## config.mk

```make
export PLATFORM = sky130hd
export DESIGN_NAME = mult_div_unit
export DESIGN_NICKNAME = d
export VERILOG_FILES = /design/src/rtl/mult_div_unit_pkg.sv /design/src/rtl/mult_div_unit.sv
export SDC_FILE = /design/constraint.sdc
export NUM_CORES = 1
export LEC_CHECK = 0
export CORE_MARGIN = 2
export CORE_UTILIZATION = 65
export DETAILED_ROUTE_END_ITERATION = 16
export HOLD_SLACK_MARGIN = 0.15
export PLACE_DENSITY = 0.85
export SLEW_MARGIN = 20
export SYNTH_ARGS = -nofsm -noshare
export SYNTH_HDL_FRONTEND = slang
export SYNTH_SLANG_ARGS = --single-unit
```

## constraint.sdc

```tcl
create_clock -name clk -period 6.83 [get_ports clk]
set_clock_uncertainty 0.1 [all_clocks]
set_input_delay 1.0245 -clock clk [delete_from_list [all_inputs] [get_ports clk]]
set_output_delay 1.0245 -clock clk [all_outputs]
set_load 0.1 [all_outputs]
```

## src/rtl/mult_div_unit_pkg.sv

```systemverilog
// rtl/mult_div_unit_pkg.sv - shared encodings and constants for the HI/LO multiply/divide unit
package mult_div_unit_pkg;

  localparam int MD_WIDTH_DEFAULT = 32;
  localparam int MD_LATENCY       = MD_WIDTH_DEFAULT + 2;

  typedef enum logic [1:0] {
    MD_MULT  = 2'b00,
    MD_MULTU = 2'b01,
    MD_DIV   = 2'b10,
    MD_DIVU  = 2'b11
  } md_op_e;

  typedef enum logic [1:0] {
    IDLE  = 2'b00,
    PREP  = 2'b01,
    ITER  = 2'b10,
    FIXUP = 2'b11
  } md_state_e;

endpackage

```

## src/rtl/mult_div_unit.sv

```systemverilog
// rtl/mult_div_unit.sv - iterative HI/LO multiply/divide unit, one shift-add/subtract step per cycle
module mult_div_unit
  import mult_div_unit_pkg::*;
#(
  parameter int WIDTH = MD_WIDTH_DEFAULT
) (
  input  logic             clk,
  input  logic             rst,
  input  logic             start,
  input  logic [1:0]       op,
  input  logic [WIDTH-1:0] operand_a,
  input  logic [WIDTH-1:0] operand_b,
  input  logic             hi_we,
  input  logic             lo_we,
  output logic             busy,
  output logic             done,
  output logic [WIDTH-1:0] hi,
  output logic [WIDTH-1:0] lo
);

  localparam int CW = $clog2(WIDTH);

  md_state_e        state, state_next;
  md_op_e           op_r;
  logic [WIDTH-1:0] a_raw, b_raw, divisor;
  logic             neg_q, neg_r, div_zero;
  // Upper WIDTH+1 bits: partial product / partial remainder; lower WIDTH bits: multiplier / quotient.
  logic [2*WIDTH:0] acc, acc_step;
  logic [CW-1:0]    cnt;

  logic             is_div, is_signed, sign_a, sign_b;
  logic [WIDTH-1:0] abs_a, abs_b;
  logic [WIDTH:0]   add_sum, rem_shift, rem_diff;
  logic [2*WIDTH-1:0] prod, prod_fix;
  logic [WIDTH-1:0] quo_fix, rem_fix;

  assign busy = (state != IDLE);

  always_ff @(posedge clk) begin
    if (rst) state <= IDLE;
    else     state <= state_next;
  end

  always_comb begin
    state_next = state;
    case (state)
      IDLE:    if (start) state_next = PREP;
      PREP:    state_next = ITER;
      ITER:    if (cnt == CW'(WIDTH-1)) state_next = FIXUP;
      FIXUP:   state_next = IDLE;
      default: state_next = IDLE;
    endcase
  end

  always_comb begin
    is_div    = (op_r == MD_DIV) || (op_r == MD_DIVU);
    is_signed = (op_r == MD_MULT) || (op_r == MD_DIV);
    sign_a    = is_signed & a_raw[WIDTH-1];
    sign_b    = is_signed & b_raw[WIDTH-1];
    abs_a     = sign_a ? -a_raw : a_raw;
    abs_b     = sign_b ? -b_raw : b_raw;
  end

  // A borrow out of rem_diff means the shifted remainder is below the divisor: restore.
  always_comb begin
    add_sum   = acc[2*WIDTH:WIDTH] + (acc[0] ? {1'b0, divisor} : {(WIDTH+1){1'b0}});
    rem_shift = {acc[2*WIDTH-1:WIDTH], acc[WIDTH-1]};
    rem_diff  = rem_shift - {1'b0, divisor};
    if (is_div) begin
      if (rem_diff[WIDTH])
        acc_step = {1'b0, rem_shift[WIDTH-1:0], acc[WIDTH-2:0], 1'b0};
      else
        acc_step = {1'b0, rem_diff[WIDTH-1:0], acc[WIDTH-2:0], 1'b1};
    end else begin
      acc_step = {1'b0, add_sum, acc[WIDTH-1:1]};
    end
  end

  always_comb begin
    prod     = acc[2*WIDTH-1:0];
    prod_fix = neg_q ? -prod : prod;
    quo_fix  = neg_q ? -acc[WIDTH-1:0] : acc[WIDTH-1:0];
    rem_fix  = neg_r ? -acc[2*WIDTH-1:WIDTH] : acc[2*WIDTH-1:WIDTH];
  end

  always_ff @(posedge clk) begin
    if (rst) begin
      op_r     <= MD_MULT;
      a_raw    <= '0;
      b_raw    <= '0;
      divisor  <= '0;
      neg_q    <= 1'b0;
      neg_r    <= 1'b0;
      div_zero <= 1'b0;
      acc      <= '0;
      cnt      <= '0;
      hi       <= '0;
      lo       <= '0;
      done     <= 1'b0;
    end else begin
      done <= 1'b0;
      case (state)
        IDLE: begin
          if (start) begin
            op_r  <= md_op_e'(op);
            a_raw <= operand_a;
            b_raw <= operand_b;
          end else begin
            if (hi_we) hi <= operand_a;
            if (lo_we) lo <= operand_a;
          end
        end
        PREP: begin
          acc      <= {{(WIDTH+1){1'b0}}, abs_a};
          divisor  <= abs_b;
          neg_q    <= sign_a ^ sign_b;
          neg_r    <= sign_a;
          div_zero <= (b_raw == '0);
          cnt      <= '0;
        end
        ITER: begin
          acc <= acc_step;
          cnt <= (cnt == CW'(WIDTH-1)) ? '0 : cnt + 1'b1;
        end
        FIXUP: begin
          done <= 1'b1;
          if (!is_div) begin
            hi <= prod_fix[2*WIDTH-1:WIDTH];
            lo <= prod_fix[WIDTH-1:0];
          end else if (div_zero) begin
            hi <= a_raw;
            lo <= '1;
          end else begin
            hi <= rem_fix;
            lo <= quo_fix;
          end
        end
        default: ;
      endcase
    end
  end

endmodule

```

==> run_results.csv <==
group,metric,value,unit
status,status,"finished, final reports clean",
global_routing,grt-ovfl-total,0,
floorplan,dieHeight,167.8,um
sta,finalSetupTns,0,ps
cts,cts.htree.levels,1,
layout,layout.cells.non_filler,2761,
route,via_per_inst,6.892,
power,share_seq_of_total_power,0.256,
sta,rsz0062_at_grt,"no",
flow_run,drv_cap,0,
worst_setup_path,setup.worst_path.start_class,"flop",
route,vias,19030,
power,power.density_cell_area,410.5,mW/mm^2
route,remaining_drc_errors,0,
synth,synth_edf_count,0,
worst_setup_path,critical_path.slowest_cell,"nand4_1",
worst_setup_path,critical_path.endpoint_type,"flop",
floorplan,floorplan.die_area,0.02817,mm^2
synth,synth.yosys.seq_area_share,0.2720,
power,p_switching,4.081,mW
cts,holdBufCountCts,0,
floorplan,num_rows,59,
floorplan,placeableCoreArea,0.02621,mm^2
synth,postSynthNetCount,2554,
worst_setup_path,critPathRequiredTime,7200,ps
sta,min_period_over_period,0.6238,
floorplan,die_w,167.8,um
sta,setup_viol,0,
sta,worst-slew-pin-transition,1089,ps
power,peakVddDrop,334.4,uV
placement,placement.cell_area,0.01870,mm^2
cts,clkSinkCount,237,
cts,cts_tree,"built",
cts,clk_pin_slew_worst_paths,70,ps
synth,dominantRegCellSynth,"dfxtp_1",
synth,synth_area,0.01745,mm^2
layout,final_area,0.01970,mm^2
sta,achievable-frequency,234.7,MHz
layout,mostFrequentLayoutCell,"nand2_1",
route,drt_iter0_markers,2751,
power,clkPwrFrac,0.197,
layout,layout_common_cells,"nand2_1 (334), a21oi_1 (273), nor2_1 (264), dfxtp_1 (235), o21ai_0 (138)",
global_routing,grt_max_degree,134,
floorplan,pin_count,137,
floorplan,initial_core_util,0.6657,
power,leakage,7.588,nW
synth,syn-mean-instance-area,7.248,um^2
cts,ctsLongestPathBuffers,3,
cts,cts.root.buffer_cell,"clkbuf_16",
worst_setup_path,worst-setup-path-type,"flop to flop",
placement,place.detailed.instances,2711,
sta,slew_viol_final,0,
synth,yosysUniqueCellTypes,82,
sta,hold_viol_final,0,
synth,ys_warns,0,
global_routing,grt_pass1_vias,17300,
sta,finalHoldWorstSlack,350.7,ps
route,route.detailed.wl_per_inst,22.17,um
cts,cts_post_setup_buffers_inserted,0,
cts,clock_insertion_delay_at_the_later_pin_of_the_skew_report,560,ps
sta,slew_headroom,0.2740,
global_routing,grt_antenna_before_repair,0,
power,internal_power,4.007,mW
power,sw_frac_of_total,0.5046,
route,number_of_detailed_route_iterations_in_the_first_pass,6,
synth,netlist_instances,2407,
global_routing,grt_pass1_wl,94740,um
synth,synth.ff_latch_count,237,
layout,area.growth.synth_to_final,12.94,%
route,ant_nets,0,
layout,nets,2553,
placement,numPortBuffers,136,
worst_setup_path,path_max_fanout,14,
power,share_comb_of_total_power,0.547,
layout,antenna_cells_inserted,0,
global_routing,grt.total_usage,0.4148,
power,total_power,8.088,mW
synth,postSynth.asyncResetShare,0,
placement,post_dp_hpwl,43170,um
sta,worst_slack,2569,ps
hold_path,hold_path_class,"flop to flop",
placement,placement.setup.worst_slack,2688,ps
placement,gp_congestion,1.034,
worst_setup_path,cp_cell_sequence,"or4_4, nor4_2, nor3b_1, nand4_1, o311ai_0, o21ai_0, a211oi_1, a21oi_1, o32ai_1",
layout,fraction_of_layout_cells_with_a_size_suffix_above_1,0.04328,
route,route.final.wire_length,61210,um
sta,period_needed,4261,ps
layout,layout.core_utilization,0.7518,
cts,post_cts.resized_instances,0,
worst_setup_path,crit_path_max_incr_delay,730,ps
cts,cts_buffers,27,
worst_setup_path,critical_path_arrival,4630,ps
-- final timing paths --
check	from	end	slack (ps)	depth (start not counted)
setup / recovery	acc[2]	hi[28]	2570	9
hold reg to reg	lo[6]	lo[6]	350	2
hold / removal	lo[6]	lo[6]	350	2
setup reg to reg	acc[2]	hi[28]	2570	9
-- kinds of logic (layout without fill, tap and decap cells) --
group,Yosys count,after routing,synth area share
buffers and inverters,258,277,0.05702
DFF,237,237,0.2720
and+or+nand+nor,855,855,0.2237
muxes,57,57,0.03299
adders and majority gates,76,76,0.05537
AOI/OAI and AO/OA,755,755,0.2741
xor gates and xnor gates,169,169,0.08485
-- power by group through the flow --
stage	logic (mW)	clock network [mW]	registers [mW]
after floorplan	2.79	0	2.37
after CTS	4.27	1.58	2.04
after global placement	4.15	0	2.05
after detailed placement	4.22	0	2.07
after global routing	4.71	1.63	2.09
final	4.43	1.59	2.07
-- cell usage after synthesis (all sizes together) (7+ instances only) --
cell type	instances	area share
nor2	264	0.057
xor2	83	0.042
nand3b	9	0.0039
nor3	54	0.015
o21a	10	0.0043
o31ai	22	0.0095
nor2b	11	0.0039
and2	10	0.0036
a211oi	80	0.035
a21o	28	0.012
dfxtp	237	0.27
o41ai	10	0.0050
and3	25	0.0090
nand4	15	0.0057
or4	12	0.0056
o21ai	139	0.040
o21bai	7	0.0030
nor3b	8	0.0037
a221o	9	0.0052
a311oi	15	0.0075
buf	33	0.0085
ha	74	0.053
or3	18	0.0065
nand2b	22	0.0079
clkbuf	154	0.033
or2	9	0.0032
nand2	335	0.072
mux2i	53	0.030
a21oi	276	0.079
o221ai	32	0.016
a31oi	19	0.0068
inv	70	0.015
a22oi	17	0.0073
nand3	25	0.0072
nor4	24	0.011
xnor2	86	0.043
o211ai	31	0.013
-- registers in the layout, summed over array words and instances, names as in the netlist, 2 cells and up --
register / flops
b_raw: 32
a_raw: 32
hi: 32
lo: 32
op_r: 2
cnt: 5
divisor: 32
acc: 64
state: 2
-- layout make-up --
| type | instances | area [um^2] |
|---|---|---|
| clock buffer | 40 | 814.5 |
| multi-input combinational | 1912 | 11760 |
| tap | 335 | 419.2 |
| sequential | 237 | 4750 |
| inverter | 71 | 266.5 |
| fill | 1996 | 6504 |
| timing repair buffer | 157 | 1540 |
| clock inverter | 9 | 152.6 |
-- worst max-delay path: cells and delay by family, from the launching register on --
kind / cells / cell delay (ps)
AND/OR/NAND/NOR: 4 / 2350
AO/OA/AOI/OAI: 5 / 1330
flip-flops: 1 / 380
-- metal layers --
layer | global-route usage | wire length, um
met5 | 0 | 0
met2 | 0.6405 | 26340
met1 | 0.5701 | 24390
met4 | 0.1728 | 2880
met3 | 0.07922 | 7601
Note: power is estimated with default switching activity, not from simulation.
